### config.mk
export PLATFORM = sky130hd
export DESIGN_NAME = mem_access_stage
export DESIGN_NICKNAME = d
export VERILOG_FILES = /design/src/rtl/mem_access_stage.sv
export SDC_FILE = /design/constraint.sdc
export NUM_CORES = 1
export LEC_CHECK = 0
export BUFFER_PORTS_ARGS = -buffer_cell sky130_fd_sc_hd__buf_4
export CAP_MARGIN = 20
export CORE_MARGIN = 5
export CORE_UTILIZATION = 32
export DETAILED_ROUTE_END_ITERATION = 8
export PLACE_DENSITY = 0.7
export SLEW_MARGIN = 30
export SYNTH_ARGS = -nofsm -noshare
export SYNTH_HDL_FRONTEND = slang
export SYNTH_SLANG_ARGS = --single-unit
### constraint.sdc
create_clock -name clk -period 4.6 [get_ports clk]
set_input_delay 0.69 -clock clk [delete_from_list [all_inputs] [get_ports clk]]
set_output_delay 0.69 -clock clk [all_outputs]
set_load 0.01 [all_outputs]
### src/rtl/mem_access_stage.sv
// Memory-access stage: ALU pass-through, req/ack data-memory transactions with stall.
// Optional ack timeout with sticky error enabled by defining MEM_TIMEOUT_EN.
module mem_access_stage #(
    parameter int unsigned MAX_WAIT = 255
) (
    input  logic        clk,
    input  logic        rst,
    input  logic        i_valid,
    input  logic        i_mem_rd,
    input  logic        i_mem_wr,
    input  logic [31:0] i_addr,
    input  logic [31:0] i_wdata,
    input  logic [31:0] i_alu_result,
    input  logic [31:0] i_wb_dir,
    input  logic        i_we,
    input  logic        i_mem_ack,
    input  logic [31:0] i_mem_rdata,
    output logic        o_mem_req,
    output logic        o_mem_we,
    output logic [31:0] o_mem_addr,
    output logic [31:0] o_mem_wdata,
    output logic        o_stall,
    output logic        o_WE_MEM_WB,
    output logic [31:0] o_WB_Data,
    output logic [31:0] o_WB_Dir,
    output logic        o_err
);

    typedef enum logic [1:0] {IDLE, REQ, DONE} state_t;

    state_t      state, state_nxt;
    logic        mem_op;
    logic        expire;
    logic        is_load_q;
    logic        we_q;
    logic        tout_q;
    logic [31:0] rdata_q;
    logic [31:0] dir_q;

    assign mem_op = i_valid & (i_mem_rd | i_mem_wr);

`ifdef MEM_TIMEOUT_EN
    logic [7:0] cnt;
    logic [7:0] cnt_inc;

    assign cnt_inc = cnt + 8'd1;
    // Ack on the expiry edge wins, so expiry requires ack low.
    assign expire = (state == REQ) & ~i_mem_ack
                  & (cnt_inc == 8'(MAX_WAIT));

    always_ff @(posedge clk or posedge rst) begin
        if (rst) begin
            cnt   <= 8'd0;
            o_err <= 1'b0;
        end else begin
            if (state == IDLE && mem_op) begin
                cnt <= 8'd0;
            end else if (state == REQ && !i_mem_ack) begin
                cnt <= cnt_inc;
            end
            if (expire) begin
                o_err <= 1'b1;
            end
        end
    end
`else
    assign expire = 1'b0;
    assign o_err  = 1'b0;
`endif

    always_comb begin
        state_nxt   = state;
        o_stall     = 1'b0;
        o_WE_MEM_WB = 1'b0;
        o_WB_Data   = i_alu_result;
        o_WB_Dir    = i_wb_dir;
        unique case (state)
            IDLE: begin
                if (mem_op) begin
                    o_stall   = 1'b1;
                    state_nxt = REQ;
                end else begin
                    o_WE_MEM_WB = i_valid & i_we;
                end
            end
            REQ: begin
                o_stall = 1'b1;
                if (i_mem_ack || expire) begin
                    state_nxt = DONE;
                end
            end
            DONE: begin
                o_WB_Dir    = dir_q;
                o_WE_MEM_WB = is_load_q & we_q & ~tout_q;
                if (tout_q) begin
                    o_WB_Data = 32'hDEADBEEF;
                end else if (is_load_q) begin
                    o_WB_Data = rdata_q;
                end else begin
                    o_WB_Data = 32'd0;
                end
                state_nxt = IDLE;
            end
            default: state_nxt = IDLE;
        endcase
    end

    always_ff @(posedge clk or posedge rst) begin
        if (rst) begin
            state       <= IDLE;
            o_mem_req   <= 1'b0;
            o_mem_we    <= 1'b0;
            o_mem_addr  <= 32'd0;
            o_mem_wdata <= 32'd0;
            rdata_q     <= 32'd0;
            dir_q       <= 32'd0;
            is_load_q   <= 1'b0;
            we_q        <= 1'b0;
            tout_q      <= 1'b0;
        end else begin
            state <= state_nxt;
            unique case (state)
                IDLE: begin
                    if (mem_op) begin
                        o_mem_req   <= 1'b1;
                        o_mem_we    <= i_mem_wr;
                        o_mem_addr  <= i_addr;
                        o_mem_wdata <= i_wdata;
                        dir_q       <= i_wb_dir;
                        // Store wins when both rd and wr are set.
                        is_load_q   <= ~i_mem_wr;
                        we_q        <= i_we;
                        tout_q      <= 1'b0;
                    end
                end
                REQ: begin
                    if (i_mem_ack) begin
                        o_mem_req <= 1'b0;
                        if (is_load_q) begin
                            rdata_q <= i_mem_rdata;
                        end
                    end else if (expire) begin
                        o_mem_req <= 1'b0;
                        tout_q    <= 1'b1;
                    end
                end
                default: ;
            endcase
        end
    end

endmodule

==> qor.txt, run 1 <==
Synth Cell Area: 0.00598 mm²
CTS Sinks: 134
Hold WC Path Type: in -> async
via count: 4396
Final Hold Viols: 0
vias in the first global route: 4757
DRT iter0 DRCs: 143
worst slack at placement: 2.09 ns
Data required, critical path: 3.91 ns
CTS tree: yes
I/O pin count: 300
Max Fclk: 0.370 GHz
peak supply drop: 0.000260 V
GRT overflow: 0
total CTS buffers: 17
initial antenna violation count: 0
PortBufs: 298
Hold Slack: 0.337 ns
Syn Inst Count: 442
Total Routing Usage GR: 14.4%
diodes inserted: 0
placed inst area: 0.00830 mm²
Worst setup SP type: register
setup_tns: 0 ns
HPWL after DPL: 11600 µm
# setup viols final: 0
setup bufs post-CTS: 0
Initial Utilization: 32.2%
post-DR vias/cell: 4.47
Nets: 903
Final Instance Count excl. Fillers: 983
Worst Skew: 0.00833 ns
DRC Markers: 0
hold buffers post-CTS: 0
wire per inst: 15.8 µm
RePlAce Congestion: 0.742
Slew Limit Fails: 0
critical path arrival: 2.01 ns
Yosys warning total: 0
Post-Route WL: 15500 µm
Critical Path End Type: output pin
post_cts resized: 0
syn_nets: 609
Crit Path Max Fanout: 79
post-synth cell types: 23
Yosys reg bits: 134
Chip Height: 147 µm
period utilisation layout: 58.7%
top_reg_cell synth: dfrtp_1
core area: 0.0186 mm²
largest net degree at the start of global routing: 97
Leakage: 4.26 nW
critical path class: reg -> out
share of layout cells above drive strength 1: 66.2%
syn_area_per_cell: 13.5 µm²
post-route worst setup slack: 1.90 ns
number of routed nets with antenna violations: 0
Placed Cells: 950
H-Tree Level Count: 4
measured slew at the worst slew-check pin: 0.921 ns
final instance area: 0.00892 mm²
Die W: 147 µm
RSZ-0062 raised after global routing: false
die area: 0.0215 mm²
clk root buf: clkbuf_16
worst skew pair latency: 0.41 ns
total iterations of the first detailed-routing run: 4
number of max-cap violations: 0
run status: completed
EDFF count, synth: 0
area grow syn2layout: 49.1%
power per cell area: 532 mW/mm²
async set-reset flop share out of synthesis: 100%
Rows: 50
Slew HR: 38.6%
total chip power: 4.75 mW
clk buf depth: 2
post-layout util: 48.0%
min cycle time layout: 2.70 ns
first-pass GRT wire length: 25000 µm
Seq/Total Area, Yosys: 56.1%
clk slew on worst S/H paths: 0.06 ns
==> Yosys cell counts (2+ instances only) <==
cell	instances	area (µm²)
mux2_2	153	1720
a21oi_1	3	15.0
inv_1	2	7.51
clkbuf_1	7	26.3
o21ai_0	34	170
buf_4	2	15.0
buf_12	6	120
nand3_1	2	10.0
buf_2	8	40.0
dfrtp_1	134	3350
buf_6	6	67.6
mux2_1	8	90.1
nand2_1	67	251
==> worst paths after layout <==
| kind | start | endpoint | slack (ns) | cells past startpoint |
|---|---|---|---|---|
| hold reg to reg | o_mem_addr[18] | o_mem_addr[18] | 0.49 | 1 |
| max in group asynchronous | rst | we_q | 3.31 | 3 |
| hold / removal | rst | o_mem_addr[4] | 0.34 | 2 |
| min in group clk | o_mem_addr[18] | o_mem_addr[18] | 0.49 | 1 |
| setup / recovery | state[0] | o_WB_Dir[28] | 1.90 | 4 |
| setup reg to reg | state[1] | o_mem_wdata[24] | 2.42 | 3 |
==> report_power, final <==
group / leakage (nW) / total (mW) / switching [mW] / internal (mW)
Sequential: 1.58 / 1.87 / 0.232 / 1.64
Combinational: 2.40 / 1.52 / 0.621 / 0.896
Clock: 0.279 / 1.36 / 0.546 / 0.811
Total: 4.26 / 4.75 / 1.40 / 3.35
==> layer usage <==
metal  track usage [%]  share of wire [%]  routed length [µm]
met3              5.37                9.1                1420
met5                 0                  0                   0
met2              24.3                 50                7700
met4              5.08                1.6                 255
met1              16.8                 40                6130
==> logic make-up (layout without fill, tap and decap cells) <==
family | after synthesis | in the layout | synth area share [%]
AO/OA/AOI/OAI | 40 | 40 | 3.66
buffers and inverters | 31 | 338 | 4.62
flip-flops | 134 | 134 | 56.1
multiplexers | 161 | 161 | 30.3
other | 1 | 1 | 0.0627
AND/OR/NAND/NOR | 75 | 75 | 5.29
==> cell usage in the layout, fill, tap and decap left out <==
cell type   netlist  final
nand2_1          67     67
clkinv_4          0      2
dfrtp_1         134    134
nand3_1           2      2
nor3b_4           1      1
and2_1            1      1
conb_1            1      1
a21oi_1           3      3
o21ai_4           0      1
mux2_2          153    153
or4_1             1      1
bufinv_16         0      2
and2b_2           1      1
clkinv_2          0      1
a22o_2            1      1
inv_1             2      1
nand2b_4          0      1
o21a_4            1      1
inv_8             0      1
mux2_1            8      8
or2b_1            1      1
buf_4             2    303
buf_16            0      1
o21ai_0          34     34
clkbuf_16         0     17
inv_6             0      6
clkinvlp_4        0      4
==> critical path, stage by stage (launching register included) <==
cell	delay (ns)
dfrtp_1	0.43
nand2b_4	0.33
buf_16	0.29
mux2_2	0.37
buf_4	0.14
==> cell type report <==
| type | instances | area [µm²] |
|---|---|---|
| clock buffers | 17 | 425 |
| clock inverters | 15 | 168 |
| fillers | 1706 | 9660 |
| inverters | 2 | 12.5 |
| multi-input cells | 277 | 2370 |
| flip-flops and latches | 134 | 3350 |
| well taps | 234 | 293 |
| repair buffers | 304 | 2300 |
==> flip-flops by register name, summed over array words and instances (netlist names) <==
name	count
dir_q	32
o_mem_req	1
o_mem_we	1
state	2
o_mem_wdata	32
is_load_q	1
we_q	1
o_mem_addr	32
rdata_q	32
Note: power is estimated with default switching activity, not from simulation.
==> run 2: changes to the inputs <==
==> constraint.sdc (replaced) <==
create_clock -name clk -period 2.5 [get_ports clk]
set_input_delay 0.375 -clock clk [delete_from_list [all_inputs] [get_ports clk]]
set_output_delay 0.375 -clock clk [all_outputs]
set_load 0.01 [all_outputs]
==> qor.txt, run 2 (same netlist as run 1, synthesis figures left out) <==
final instance area: 0.00901 mm² (+1.1%)
worst skew pair latency: 0.41 ns (about the same)
Cell Chain, Critical Path: nand2b_2, mux2_2, buf_4
CTS tree: yes
Data required, critical path: 2.12 ns (-1.79 ns)
met2 usage: 24.5% (+0.21 points)
RePlAce Congestion: 0.745 (+0.44%)
peak supply drop: 0.000459 V (+77%)
Max Fclk: 0.434 GHz
Worst Skew: 0.0136 ns (+0.00522 ns)
via count: 4518 (+2.8%)
Chip Height: 147 µm (unchanged)
clk root buf: clkbuf_16
Nets: 906 (+0.33%)
Flop pwr share: 39.2% (-0.3 points)
clk buf depth: 2 (unchanged)
first-pass GRT wire length: 24900 µm (-0.50%)
post-DR vias/cell: 4.58 (+2.5%)
Final Hold Viols: 0 (unchanged)
Pint: 6.31 mW (+88%)
max incr delay on CP: 0.50 ns (+0.07 ns)
part of the power in the clock network: 29.0% (+0.4 points)
commonest non-fill, non-tap cell in the layout: buf_4
critical path arrival: 1.93 ns (-0.08 ns)
diodes inserted: 0 (unchanged)
CP Buf/Inv Count: 1 (-1)
DRC Markers: 0 (unchanged)
share of layout cells above drive strength 1: 66.4% (+0.13 points)
die area: 0.0215 mm² (unchanged)
RSZ-0062 raised after global routing: false
period utilisation layout: 92.1%
Post-Route WL: 15800 µm (+2.1%)
met1 usage: 16.4% (-0.47 points)
DRT iter0 DRCs: 115 (-20%)
total CTS buffers: 17 (unchanged)
run status: completed
CTS Sinks: 134 (unchanged)
switching part of the total: 28.8% (-0.66 points)
critical path class: reg -> out
Leakage: 4.31 nW (+1.1%)
Die W: 147 µm (unchanged)
GRT busiest layer: met2
H-Tree Level Count: 4 (unchanged)
Critical Path End Type: output pin
PortBufs: 298 (unchanged)
met3 Usage GRT: 5.37% (unchanged)
core area: 0.0186 mm² (unchanged)
largest net degree at the start of global routing: 86 (-11%)
GRT overflow: 0 (unchanged)
measured slew at the worst slew-check pin: 0.616 ns (-0.305 ns)
Hold WC Path Type: in -> async
Slew HR: 58.9% (+20 points)
combinational share of power: 31.8% (-0.2 points)
NetSw: 2.55 mW (+83%)
Worst setup SP type: register
vias in the first global route: 4840 (+1.7%)
clk slew on worst S/H paths: 0.06 ns (about the same)
post-layout util: 48.5% (+0.50 points)
number of max-cap violations: 0 (unchanged)
hold buffers post-CTS: 0 (unchanged)
wire per inst: 16.1 µm (+1.8%)
I/O pin count: 300 (unchanged)
placed inst area: 0.00840 mm² (+1.2%)
Crit Path Max Fanout: 20 (-75%)
min cycle time layout: 2.30 ns
area grow syn2layout: 50.7%
Initial Utilization: 32.2% (unchanged)
setup bufs post-CTS: 0 (unchanged)
total iterations of the first detailed-routing run: 4 (unchanged)
Total Routing Usage GR: 14.5% (+0.12 points)
Rows: 50 (unchanged)
Slew Limit Fails: 0 (unchanged)
most frequent cells in the layout: buf_4 (300), mux2_2 (153), dfrtp_1 (134)
setup_tns: 0 ns (unchanged)
HPWL after DPL: 11600 µm (about the same)
number of routed nets with antenna violations: 0 (unchanged)
critical path's top delay family: flip-flops
initial antenna violation count: 0 (unchanged)
Worst path slowest cell: dfrtp_1
# setup viols final: 0 (unchanged)
Hold Slack: 0.0908 ns (-0.246 ns)
power per cell area: 983 mW/mm² (+85%)
==> run 2: worst register-to-register path, stage by stage (launching register included) <==
cell and delay, ns:
dfrtp_1 0.52, nor3b_4 0.39, o21a_4 0.46, buf_12 0.24, mux2_2 0.36
==> run 2: through the flow <==
step | setup WS, ns | cells | power [mW]
global route | 0.0143 | 986 | 9.42
finish | 0.197 | 986 | 8.86
detailed placement | 0.475 | 953 | 6.37
CTS | 0.0494 | 985 | 9.01
global placement | 0.522 | 953 | 6.29
floorplan | 0.460 | 442 | 4.99
==> run 2: final timing paths <==
kind	from	to	slack, ns	cells after the start
setup reg to reg	state[1]	o_mem_addr[4]	0.43	4
min in group clk	i_wdata[14]	o_mem_wdata[14]	0.18	2
hold / removal	rst	is_load_q	0.09	3
hold reg to reg	o_mem_addr[18]	o_mem_addr[18]	0.49	1
max in group asynchronous	rst	rdata_q[10]	1.88	3
setup / recovery	state[0]	o_WB_Dir[9]	0.20	3
==> run 2: power by group through the flow <==
stage          registers [mW]  logic [mW]  clock network, mW
2_1_floorplan            3.57        1.42                  0
3_3_place_gp             3.47        2.82                  0
3_5_place_dp             3.50        2.88                  0
4_1_cts                  3.47        2.88               2.66
5_1_grt                  3.59        3.07               2.75
6_report                 3.47        2.82               2.57
==> run 2: per-layer routing <==
metal  wire (µm)  vias to the layer above  part of all wire (%)
li1            -                     2132                     -
met1        6100                     2173                    39
met2        7910                      188                    50
met3        1380                       25                   8.7
met4         438                        0                   2.8
met5           0                        -                     0
==> run 2: layout make-up <==
type                       instances  area (µm²)
clock buffer                      18         439
clock inverter                    14         170
fill                            1650        9570
inverter                           2        11.3
multi-input combinational        278        2380
sequential                       134        3350
tap                              234         293
timing repair buffer             306        2370
==> run 2: repair_timing <==
| action | 4_1_cts | 5_1_grt |
|---|---|---|
| gates resized for setup | 0 | 0 |
| endpoints found under the hold margin | 0 | 0 |
| setup endpoints to repair | 0 | 25 |
==> run 3: changes to the inputs <==
--- a/config.mk
+++ b/config.mk
@@ -5,6 +5,7 @@
 export SDC_FILE = /design/constraint.sdc
 export NUM_CORES = 1
 export LEC_CHECK = 0
+export ABC_AREA = 1
 export BUFFER_PORTS_ARGS = -buffer_cell sky130_fd_sc_hd__buf_4
 export CAP_MARGIN = 20
 export CORE_MARGIN = 5
==> qor.txt, run 3 <==
Total Routing Usage GR: 18.5% (+4.0 points)
initial antenna violation count: 0 (unchanged)
Slew HR: 45.8% (-13 points)
Synth area leaders: dfrtp_1 (53%), nand2_1 (25%), nand4_1 (9.8%)
RSZ-0062 raised after global routing: false
post_cts resized: 0 (unchanged)
setup_tns: 0 ns (unchanged)
Critical R2R Launch: state[1]
Worst Skew: 0.00935 ns (-0.00420 ns)
Nets: 1245 (+37%)
post-synth cell types: 16 (-30%)
largest net degree at the start of global routing: 135 (+57%)
Critical Path End Type: output pin
Initial Utilization: 32.6% (+0.38 points)
Data required, critical path: 2.12 ns (about the same)
Hold Slack: 0.124 ns (+0.0334 ns)
period utilisation layout: 86.8% (-5.3 points)
total CTS buffers: 17 (unchanged)
most frequent cells in the layout: nand2_1 (428), buf_4 (309), dfrtp_1 (134)
Pint: 5.91 mW (-6.3%)
Leakage: 5.23 nW (+21%)
NetSw: 3.01 mW (+18%)
R2R cell count: 7 (+3)
run status: completed
placed inst area: 0.00876 mm² (+4.4%)
CTS tree: yes
clk slew on worst S/H paths: 0.06 ns (about the same)
GRT overflow: 0 (unchanged)
CTS Sinks: 134 (unchanged)
total iterations of the first detailed-routing run: 5 (+1)
Slew Limit Fails: 0 (unchanged)
PortBufs: 298 (unchanged)
via count: 6556 (+45%)
# setup viols final: 0 (unchanged)
crit path launch: state[0]
critical path arrival: 1.80 ns (-0.13 ns)
wire per inst: 16.1 µm (+0.56%)
final instance area: 0.00940 mm² (+4.3%)
worst slack at placement: 0.732 ns (+0.257 ns)
part of the power in the clock network: 30.3% (+1.3 points)
async set-reset flop share out of synthesis: 100% (unchanged)
reg2reg end: rdata_q[27]
Rows: 51 (+2.0%)
first-pass GRT wire length: 33400 µm (+34%)
area grow syn2layout: 47.8%
Die W: 151 µm (+2.9%)
Chip Height: 151 µm (+2.9%)
post-route worst setup slack: 0.330 ns (+0.133 ns)
diodes inserted: 0 (unchanged)
Yosys reg bits: 134 (unchanged)
switching part of the total: 33.7% (+4.9 points)
number of routed nets with antenna violations: 0 (unchanged)
Hold WC Path Type: in -> async
Yosys warning total: 0 (unchanged)
commonest non-fill, non-tap cell in the layout: nand2_1
die area: 0.0228 mm² (+5.9%)
R2R Setup Slk: 0.75 ns (+0.32 ns)
Crit Path Max Fanout: 33 (+65%)
Post-Route WL: 21900 µm (+38%)
Max Fclk: 0.461 GHz (+6.1%)
area of the multi-input gates: 0.00264 mm² (+11%)
Worst setup SP type: register
H-Tree Level Count: 4 (unchanged)
core area: 0.0195 mm² (+5.1%)
register area: 0.00335 mm² (unchanged)
syn_area_per_cell: 7.80 µm² (-42%)
number of max-cap violations: 0 (unchanged)
combinational share of power: 31.0% (-0.8 points)
vias in the first global route: 6382 (+32%)
clk buf depth: 2 (unchanged)
EDFF count, synth: 0 (unchanged)
worst skew pair latency: 0.41 ns (about the same)
post-DR vias/cell: 4.83 (+5.5%)
clk root buf: clkbuf_16
power per cell area: 949 mW/mm² (-3.5%)
Seq/Total Area, Yosys: 52.7% (-3.3 points)
HPWL after DPL: 15000 µm (+29%)
DRC Markers: 0 (unchanged)
post-synth top area share: 52.7% (-3.3 points)
min cycle time layout: 2.17 ns (-0.133 ns)
RePlAce Congestion: 0.765 (+2.8%)
syn_nets: 982 (+61%)
top_reg_cell synth: dfrtp_1
Final Hold Viols: 0 (unchanged)
DRT iter0 DRCs: 314 (+170%)
Synth Cell Area: 0.00636 mm² (+6.3%)
Fill cells: 1928 (+17%)
share of layout cells above drive strength 1: 32.4% (-34 points)
I/O pin count: 300 (unchanged)
top cells by count, synth: nand2_1 (429), dfrtp_1 (134), nand4_1 (100)
top-count cell post-synth: nand2_1
peak supply drop: 0.000493 V (+7.6%)
Flop pwr share: 38.7% (-0.5 points)
hold buffers post-CTS: 0 (unchanged)
area leader, netlist: dfrtp_1
measured slew at the worst slew-check pin: 0.814 ns (+0.197 ns)
Syn Inst Count: 815 (+84%)
setup bufs post-CTS: 0 (unchanged)
crit path to: o_WB_Data[31]
critical path class: reg -> out
-- run 3: through the flow --
step	instances	power [mW]	util, %
final	1356	8.92	48.1
after global routing	1356	9.51	48.1
after CTS	1356	9.03	48.1
after detailed placement	1324	6.29	44.9
after global placement	1324	6.22	44.9
after floorplan	815	4.85	-
-- run 3: per-layer routing --
layer / track usage, % / part of all wire, %
met2: 29.9 / 47
met5: 0 / 0
met3: 7.66 / 11
met1: 22.6 / 40
met4: 6.03 / 2.1
-- run 3: how the worst min path moves through the flow --
stage	startpoint	end	slack [ns]	cells past startpoint
after CTS	i_mem_rdata[17]	rdata_q[17]	0.17	3
after global routing	i_mem_rdata[14]	rdata_q[14]	0.17	3
after floorplan	rdata_q[0]	rdata_q[0]	0.44	2
final	rst	rdata_q[13]	0.12	3
after detailed placement	we_q	we_q	0.46	2
after global placement	dir_q[28]	dir_q[28]	0.45	2
-- run 3: kinds of logic (layout without fill, tap and decap cells) --
kind of cell | count (synthesis) | in the layout | share of synthesized area [%]
compound gates | 2 | 2 | 0.157
buf+inv | 78 | 354 | 6.06
flops | 134 | 134 | 52.7
other cells | 1 | 1 | 0.0590
simple gates | 600 | 600 | 41.0
-- run 3: final cells by class --
type	count	area share, %
Multi-Input combinational cell	603	28.1
Timing Repair Buffer	313	25.5
Tap cell	265	3.53
Clock buffer	18	4.67
Clock inverter	14	2.10
Sequential cell	134	35.7
Inverter	9	0.399
-- run 3: power groups by stage --
| stage | combinational (mW) | clock [mW] | sequential, mW |
|---|---|---|---|
| 5_1_grt | 3.09 | 2.87 | 3.55 |
| 3_3_place_gp | 2.75 | 0 | 3.47 |
| 6_report | 2.77 | 2.70 | 3.45 |
| 3_5_place_dp | 2.82 | 0 | 3.47 |
| 4_1_cts | 2.82 | 2.77 | 3.45 |
| 2_1_floorplan | 1.31 | 0 | 3.54 |
-- run 3: critical path, stage by stage, from the launching register on --
cell     delay, ns
dfrtp_1       0.46
inv_2         0.10
nand2_2       0.07
nor2_2        0.08
buf_4         0.31
nand2_1       0.14
nand2_1       0.09
buf_4         0.11
